--- src/rtl/timer_sched_pkg.sv ---
// Shared types and helpers for the round-robin timer scheduler.
package timer_sched_pkg;

  typedef enum logic [4:0] {
    ST_IDLE = 5'b00001,
    ST_FIRE = 5'b00010,
    ST_WAIT = 5'b00100,
    ST_DONE = 5'b01000,
    ST_ERR  = 5'b10000
  } state_t;

  // Index width that stays at least one bit wide for tiny counts.
  function automatic int idx_w(input int n);
    return (n > 1) ? $clog2(n) : 1;
  endfunction

endpackage

--- src/rtl/timer_scheduler_rr_picker.sv ---
// Combinational round-robin search: first set request at or after ptr, wrapping.
module rr_picker
  import timer_sched_pkg::*;
#(
  parameter int M = 4
) (
  input  logic [M-1:0]          req,
  input  logic [idx_w(M)-1:0]   ptr,
  output logic                  valid,
  output logic [idx_w(M)-1:0]   index
);

  localparam int IW = idx_w(M);

  always_comb begin
    int j;
    valid = 1'b0;
    index = '0;
    j     = 0;
    for (int i = 0; i < M; i++) begin
      j = int'(ptr) + i;
      if (j >= M) j = j - M;
      if (!valid && req[j]) begin
        valid = 1'b1;
        index = IW'(j);
      end
    end
  end

endmodule

--- src/rtl/timer_scheduler.sv ---
// Arbitrates M requesters onto one shared one-shot timer with a RDY watchdog.
module timer_scheduler
  import timer_sched_pkg::*;
#(
  parameter int M       = 4,
  parameter int TIMEOUT = 64
) (
  input  logic         CLK,
  input  logic         N_RESET,
  input  logic [M-1:0] REQ,
  output logic [M-1:0] GNT,
  output logic [M-1:0] DONE,
  output logic         ERR,
  output logic         BUSY,
  output logic         TMR_START,
  input  logic         TMR_RDY
);

  localparam int IW = idx_w(M);
  localparam int WW = idx_w(TIMEOUT);

  state_t          state_q, state_d;
  logic [IW-1:0]   sel_q, sel_d;
  logic [IW-1:0]   ptr_q, ptr_d;
  logic [WW-1:0]   wd_q, wd_d;
  logic            pick_vld;
  logic [IW-1:0]   pick_idx;
  logic [IW-1:0]   sel_nxt;
  logic [M-1:0]    sel_oh;

  rr_picker #(.M(M)) u_pick (
    .req   (REQ),
    .ptr   (ptr_q),
    .valid (pick_vld),
    .index (pick_idx)
  );

  assign sel_nxt = (sel_q == IW'(M - 1)) ? '0 : sel_q + IW'(1);

  always_comb begin
    state_d = state_q;
    sel_d   = sel_q;
    ptr_d   = ptr_q;
    wd_d    = wd_q;
    case (state_q)
      ST_IDLE: if (pick_vld) begin
        sel_d   = pick_idx;
        state_d = ST_FIRE;
      end
      ST_FIRE: begin
        wd_d    = '0;
        state_d = ST_WAIT;
      end
      // RDY is checked first so it beats a simultaneous watchdog expiry.
      ST_WAIT: begin
        if (TMR_RDY)                         state_d = ST_DONE;
        else if (wd_q == WW'(TIMEOUT - 1))   state_d = ST_ERR;
        else                                 wd_d    = wd_q + WW'(1);
      end
      ST_DONE, ST_ERR: begin
        ptr_d   = sel_nxt;
        state_d = ST_IDLE;
      end
      default: state_d = ST_IDLE;
    endcase
  end

  always_ff @(posedge CLK or negedge N_RESET) begin
    if (!N_RESET) begin
      state_q <= ST_IDLE;
      sel_q   <= '0;
      ptr_q   <= '0;
      wd_q    <= '0;
    end else begin
      state_q <= state_d;
      sel_q   <= sel_d;
      ptr_q   <= ptr_d;
      wd_q    <= wd_d;
    end
  end

  // Outputs depend only on registered state/sel, never on REQ or TMR_RDY.
  assign sel_oh    = {{(M-1){1'b0}}, 1'b1} << sel_q;
  assign GNT       = (state_q == ST_FIRE || state_q == ST_WAIT ||
                      state_q == ST_DONE || state_q == ST_ERR) ? sel_oh : '0;
  assign DONE      = (state_q == ST_DONE) ? sel_oh : '0;
  assign ERR       = (state_q == ST_ERR);
  assign BUSY      = (state_q != ST_IDLE);
  assign TMR_START = (state_q == ST_FIRE);

endmodule

--- config.mk ---
export PLATFORM = sky130hd
export DESIGN_NAME = timer_scheduler
export DESIGN_NICKNAME = d
export VERILOG_FILES = /design/src/rtl/timer_sched_pkg.sv /design/src/rtl/timer_scheduler_rr_picker.sv /design/src/rtl/timer_scheduler.sv
export SDC_FILE = /design/constraint.sdc
export NUM_CORES = 1
export LEC_CHECK = 0
export CAP_MARGIN = 0
export CORE_MARGIN = 4
export CORE_UTILIZATION = 51
export CTS_CLUSTER_SIZE = 28
export DETAILED_ROUTE_END_ITERATION = 12
export GPL_TIMING_DRIVEN = 0
export MAX_ROUTING_LAYER = met4
export PLACE_DENSITY_LB_ADDON = 0.05
export SLEW_MARGIN = 15
export SYNTH_ARGS = -nofsm -noshare
export SYNTH_HDL_FRONTEND = slang
export SYNTH_SLANG_ARGS = --single-unit
--- constraint.sdc ---
create_clock -name CLK -period 1.71 [get_ports CLK]
set_clock_uncertainty 0.1 [all_clocks]
set_input_delay 0.342 -clock CLK [delete_from_list [all_inputs] [get_ports CLK]]
set_output_delay 0.342 -clock CLK [all_outputs]
set_load 0.005 [all_outputs]
==> key figures, run 1 <==
Floorplanning
  • Initial Utilization: 0.552
  • Core Footprint: 1780 sq um
  • Row count: 15
  • Die ar.: around 2700 sq um
  • Number of top-level pins: 18
  • Die width: 51.9 microns
  • Die height: 51.9 microns

Worst setup path
  • CP max stage cell: dfrtp_2
  • Reg-to-reg startpoint: state_q[1]
  • CP Cell Sequence: o21ai_2 -> o21ai_1 -> o22a_2 -> nor3_2 -> buf_2
  • CP max stage delay: 0.49 ns
  • Worst EP arrival: 1.62 ns
  • Startpoint types: flip-flop
  • Worst path bufs/invs: 1
  • WP data required: approximately 1.3 ns
  • Worst setup path start: state_q[3]
  • CP endpoint kind: primary output
  • CP Max Fanout: 4
  • Kind of critical path: reg -> out
  • CP top delay family: compound AO/OA/AOI/OAI gates

Route
  • Antenna-violating nets left: 0
  • Drt wl/cell: 20.5 microns
  • First-pass detailed-route iteration total: 5
  • Drt first-iter violations: 54
  • DRC: 0
  • Via count: 1094
  • Vias per cell: 6.04
  • Drt total wl: about 3700 microns

Synth
  • Synth unique cells: 36
  • Synth warn: 0
  • Post-synthesis average cell area: 9.03 sq um
  • Post-synthesis sequential area ratio: 0.382
  • Post-synthesis net count: about 120
  • Post-Syn Instances: ~110
  • Yosys reg bits: 15
  • Mapped Area: ~980 sq um

Clock tree
  • CTS tree: yes
  • # hold bufs at CTS: 0
  • CTS HTree Levels: 1
  • Clk sinks: 15
  • Clock root cell: clkbuf_4
  • TritonCTS buffer count: 3
  • Clock-pin transition on the worst setup and hold timing paths: around 0.10 ns
  • Clk buf depth: 2
  • Worst-Skew Late Latency: a little under 0.3 ns

Timing
  • Setup_tns: -3.39 ns
  • Final Hold Fails: 0
  • Worst Slack Setup Final: -0.350 ns
  • Final min period: 2.06 ns
  • Worst slew pin tran: 0.684 ns
  • Setup Viol. Count Final: 19
  • Slew Limit Fails: 0
  • Final worst-path cycle share: 1.20
  • Worst hold slack: 0.353 ns
  • Slew Limit Headroom: 0.542
  • Max Fclk: 485 MHz
  • RSZ-0062 raised after global routing: yes

Global route
  • Pin count of the biggest net entering global routing: 16
  • Vias in the first global route: 1024
  • First-pass GRT wire length: about 4600 microns
  • Grt total ovfl: 0
  • GR Util All Layers: 0.232
  • Initial antenna violation count: 0

Cells and area
  • # fillers: between 70 and 80
  • Most frequent cells in the layout: buf_6, buf_4, dfrtp_1
  • Multi-input gate area: 701 sq um
  • Final net count: around 170
  • Area grow syn2layout: 62.0%
  • Register area: 378 sq um
  • Ant. Diodes: 0
  • Final Util: 0.895
  • Share of cells above drive strength 1: 0.526

Run
  • Max cap viols: 0

Pwr
  • P_leak: 0.725 nW
  • Pwr/cell area: 1470 nW/um^2
  • Worst vdd ir: ~1.1 mV

Place
  • HPWL after DPL: roughly 1500 microns
  • Routability Congestion: 0.820
  • Pre-CTS setup slack: -0.396 ns
  • IO buf count: 17

Outcome
  • Status: complete, but fails checks
  • Failing checks: negative setup slack

Min path
  • Hold Crit Class: in -> async
==> cell usage after synthesis <==
| cell type | number | area (sq um) |
|---|---|---|
| dfrtp_1 | 14 | 350 |
| inv_1 | 12 | 45.0 |
| nor2_1 | 11 | 41.3 |
| nand2_1 | 8 | 30.0 |
| nor3_1 | 7 | 35.0 |
| o21ai_0 | 7 | 35.0 |
| ha_1 | 5 | 62.6 |
| nand3_1 | 5 | 25.0 |
| a21oi_1 | 3 | 15.0 |
| mux2i_1 | 3 | 30.0 |
| o211ai_1 | 3 | 22.5 |
| xor2_1 | 3 | 26.3 |
| buf_2 | 2 | 10.0 |
| buf_6 | 2 | 22.5 |
| nor4_1 | 2 | 12.5 |
| o31ai_1 | 2 | 15.0 |
| a21o_1 | 1 | 7.51 |
| and2b_2 | 1 | 8.76 |
| and3_1 | 1 | 6.26 |
| and3b_1 | 1 | 8.76 |
| buf_4 | 1 | 7.51 |
| dfstp_2 | 1 | 26.3 |
| mux2_2 | 1 | 11.3 |
| nand2b_1 | 1 | 6.26 |
| nand3b_1 | 1 | 7.51 |
| nor3_4 | 1 | 16.3 |
| nor3b_4 | 1 | 18.8 |
| o2111ai_2 | 1 | 15.0 |
| o21a_1 | 1 | 7.51 |
| o221ai_1 | 1 | 8.76 |
| o22a_1 | 1 | 8.76 |
| o22ai_1 | 1 | 6.26 |
| o41ai_1 | 1 | 8.76 |
| or3_1 | 1 | 6.26 |
| or3_4 | 1 | 11.3 |
| or3b_1 | 1 | 8.76 |
==> worst reg2reg max path: cells and delay by family, from the launching register on <==
kind                   cells  cell delay [ns]
AOI/OAI and AO/OA          3             0.61
buffers and inverters      3             0.42
DFF                        1             0.40
and+or+nand+nor            1             0.22
==> layout make-up <==
class | instances | area share
multi-input combinational | 77 | 0.439
sequential | 15 | 0.237
timing repair buffer | 44 | 0.229
inverter | 12 | 0.0298
buffer | 4 | 0.0282
tap | 25 | 0.0196
clock buffer | 3 | 0.0141
clock inverter | 1 | 0.00314
==> stage by stage <==
step                      instance area, sq um  power (mW)  instances
after floorplan                            985        1.10        109
after global placement                    1190        1.32        151
after detailed placement                  1190        1.35        151
after CTS                                 1380        1.88        172
after global routing                      1600        2.47        181
final                                     1600        2.35        181
==> path summary, 6_finish.rpt <==
path / cells past startpoint / slack [ns] / end
worst min register to register: 1 / 0.43 / wd_q[2]
worst min-delay path: 1 / 0.35 / wd_q[4]
max in group asynchronous: 1 / 0.68 / state_q[3]
worst max-delay path: 5 / -0.35 / GNT[1]
min in group CLK: 1 / 0.43 / wd_q[2]
worst max register to register: 7 / -0.17 / wd_q[2]
==> kinds of logic after synthesis <==
kind of cell,after synthesis,share of synthesized area
adder cells (fa/ha/maj),5,0.0635
flip-flops,15,0.382
XOR/XNOR,3,0.0267
AND/OR/NAND/NOR,43,0.247
buffers and inverters,17,0.0864
AO/OA/AOI/OAI,22,0.152
multiplexers,4,0.0419
==> sequential cells by signal (all words and copies together) (netlist names) <==
register	cells
ptr_q	2
wd_q	6
sel_q	2
state_q	5
==> power by group <==
part	internal, mW	total (mW)	switching, mW	leakage (nW)
registers	0.460	0.555	0.0949	0.197
clock network	0.0871	0.218	0.131	0.0177
logic	0.783	1.58	0.793	0.509
==> routing by layer <==
metal,up-vias,share of wire,track usage
met5,-,0,-
met4,0,0.037,0.0786
met3,14,0.077,0.0630
met2,84,0.51,0.383
met1,526,0.38,0.272
li1,470,-,-
==> repair_timing <==
item,4_1_cts,5_1_grt
resized for setup,68,37
buffers inserted,17,10
pin swaps,14,23
setup endpoints to repair,11,20
Power figures use the tool's default switching activity.
==> inputs of run 2 (changes only) <==
--- a/config.mk
+++ b/config.mk
@@ -13,5 +13,3 @@
 export GPL_TIMING_DRIVEN = 0
-export MAX_ROUTING_LAYER = met4
 export PLACE_DENSITY_LB_ADDON = 0.05
-export SLEW_MARGIN = 15
 export SYNTH_ARGS = -nofsm -noshare
==> constraint.sdc (replaced) <==
create_clock -name CLK -period 1.71 [get_ports CLK]
set_clock_uncertainty 0.1 [all_clocks]
set_input_delay 0.171 -clock CLK [delete_from_list [all_inputs] [get_ports CLK]]
set_output_delay 0.171 -clock CLK [all_outputs]
set_load 0.005 [all_outputs]
==> run 2 against run 1 <==
- the flow still finishes with violations (negative setup slack)
- wire length fell by 27%
- largest cell class unchanged
- sequential share of layout area rose by 2.3 points
- critical path depth rose by 1
- worst setup slack improved by 0.19 ns
- register-to-register slack improved by 0.10 ns
- non-clock buffer count fell by 8
- fmax rose by 10%
- highest routed layer unchanged
- hold slack got worse by 0.17 ns
- largest power group unchanged
- sequential power fell by 3%
- final cell count fell by 4.4%
- sequential cell count did not move
- cell area fell by 9.2%
==> key figures, run 2 (same netlist as run 1, synthesis figures left out) <==
Run
  • Max cap viols: 0

Worst setup path
  • Worst path bufs/invs: 2
  • CP endpoint kind: primary output
  • WP data required: 1.44 ns
  • CP Cell Sequence: buf_6 -> xor2_1 -> o21ai_1 -> o22a_2 -> nor3_2 -> buf_2
  • Reg-to-reg startpoint: state_q[2]
  • Worst path depth: 6
  • Worst reg2reg setup slack: -0.07 ns
  • Kind of critical path: reg -> out
  • CP Max Fanout: 6
  • R2R Path End: wd_q[4]
  • Reg2reg path depth: 7
  • CP top delay family: flip-flops
  • Worst setup path start: state_q[3]
  • Worst EP arrival: 1.60 ns
  • Startpoint types: flip-flop
  • CP max stage cell: dfrtp_1
  • CP max stage delay: approximately 0.4 ns

Pwr
  • P_leak: 0.670 nW
  • Pwr/cell area: 1410 nW/um^2
  • Worst vdd ir: between 0.9 and 1 mV
  • Design Power: 2.04 mW

Clock tree
  • TritonCTS buffer count: 3
  • # hold bufs at CTS: 0
  • Clk buf depth: 2
  • Worst-Skew Late Latency: ~0.29 ns
  • CTS HTree Levels: 1
  • Clock-pin transition on the worst setup and hold timing paths: around 0.10 ns
  • CTS tree: yes
  • Clk sinks: 15
  • Clock root cell: clkbuf_4

Floorplanning
  • Initial Utilization: 0.552
  • Core Footprint: 1780 sq um
  • Number of top-level pins: 18
  • Die ar.: 2700 sq um
  • Row count: 15
  • Die width: about 52 microns
  • Die height: 51.9 microns

Cells and area
  • Number of flip-flops in the largest register: 6
  • Ant. Diodes: 0
  • # fillers: 103
  • Largest reg by FF count: wd_q
  • Finished Cell Area: 1450 sq um
  • Share of cells above drive strength 1: 0.419
  • Area grow syn2layout: 47.1%
  • Top flop regs: wd_q (6), state_q (5)
  • Final net count: 161
  • Most frequent cells in the layout: dfrtp_1, buf_4, inv_1
  • Final Util: 0.813

Place
  • Pre-CTS setup slack: -0.225 ns
  • Routability Congestion: 0.808
  • IO buf count: 17
  • Cell Area, Placed: 1190 sq um
  • HPWL after DPL: 1540 microns

Route
  • Drt total wl: 2700 microns
  • Drt wl/cell: 15.6 microns
  • Vias per cell: 5.58
  • Antenna-violating nets left: 0
  • Via count: between 900 and 1k
  • Drt first-iter violations: 15
  • DRC: 0
  • First-pass detailed-route iteration total: 4

Global route
  • Initial antenna violation count: 0
  • First-pass GRT wire length: 4170 microns
  • Pin count of the biggest net entering global routing: 16
  • Grt total ovfl: 0
  • GR Util All Layers: 0.205
  • Busiest grt layer: met2
  • Met3 usage: 0.0544
  • Met1 usage: 0.262
  • Met2 usage: 0.335
  • Vias in the first global route: 951

Timing
  • Slew Limit Fails: 0
  • Worst Slack Setup Final: -0.157 ns
  • Final worst-path cycle share: 1.09
  • Slew Limit Headroom: 0.539
  • Final min period: around 1.9 ns
  • RSZ-0062 raised after global routing: yes
  • Worst slew pin tran: 0.689 ns
  • Setup Viol. Count Final: 9
  • Final Hold Fails: 0
  • Max Fclk: 536 MHz

Outcome
  • Failing checks: negative setup slack
  • Status: complete, but fails checks

Min path
  • Hold Crit Class: in -> async
## run 2: changes by cell type in the layout (fill, tap and decap cells not counted), moves of 2 or more
cell / change
buf_4: -2
buf_6: -6
nor2_4: -2
nor2_1: +2
o21ai_0: +2
buf_2: -3
## run 2: power by group
| group | switching, mW | internal, mW | total [mW] |
|---|---|---|---|
| Clock | 0.127 | 0.0871 | 0.215 |
| Combinational | 0.658 | 0.625 | 1.28 |
| Sequential | 0.0809 | 0.460 | 0.540 |
## run 2: layout make-up
class	count	area (sq um)	share of cell area
timing repair buffer	35	280	0.193
buffer	5	56.3	0.0389
inverter	12	47.5	0.0328
tap	25	31.3	0.0216
clock buffer	3	22.5	0.0155
multi-input combinational	77	629	0.434
clock inverter	1	5.00	0.00345
sequential	15	377	0.260
## run 2: worst register-to-register path, delay by kind of cell, from the launching register on
family / cells / cell delay, ns
DFF: 1 / 0.37
buffers and inverters: 3 / 0.36
and+or+nand+nor: 4 / 0.85
## run 2: worst max-delay path by stage
stage           endpoint  slack [ns]
6_report          GNT[3]       -0.16
5_1_grt           GNT[3]       -0.24
4_1_cts           GNT[3]       -0.18
3_5_place_dp      GNT[3]       -0.23
3_3_place_gp   TMR_START       -0.19
2_1_floorplan    wd_q[4]        0.20
## run 2: layer usage
layer,vias to the layer above,share of wire
li1,461,-
met3,9,0.058
met2,34,0.47
met4,0,0.024
met5,-,0
met1,461,0.44
## run 2: per-stage QoR
step           hold slack, ns  TNS (ns)  instances
5_1_grt                 0.224     -1.79        173
3_5_place_dp            0.395     -1.48        151
3_3_place_gp            0.393     -1.17        151
4_1_cts                 0.199    -0.555        168
6_report                0.184    -0.769        173
2_1_floorplan          -0.225         0        109
## run 2: timing repair
| item | CTS | global route |
|---|---|---|
| pin swaps | 8 | 15 |
| endpoints found under the setup margin | 11 | 18 |
| gates resized for setup | 53 | 22 |
| buffers inserted | 13 | 5 |
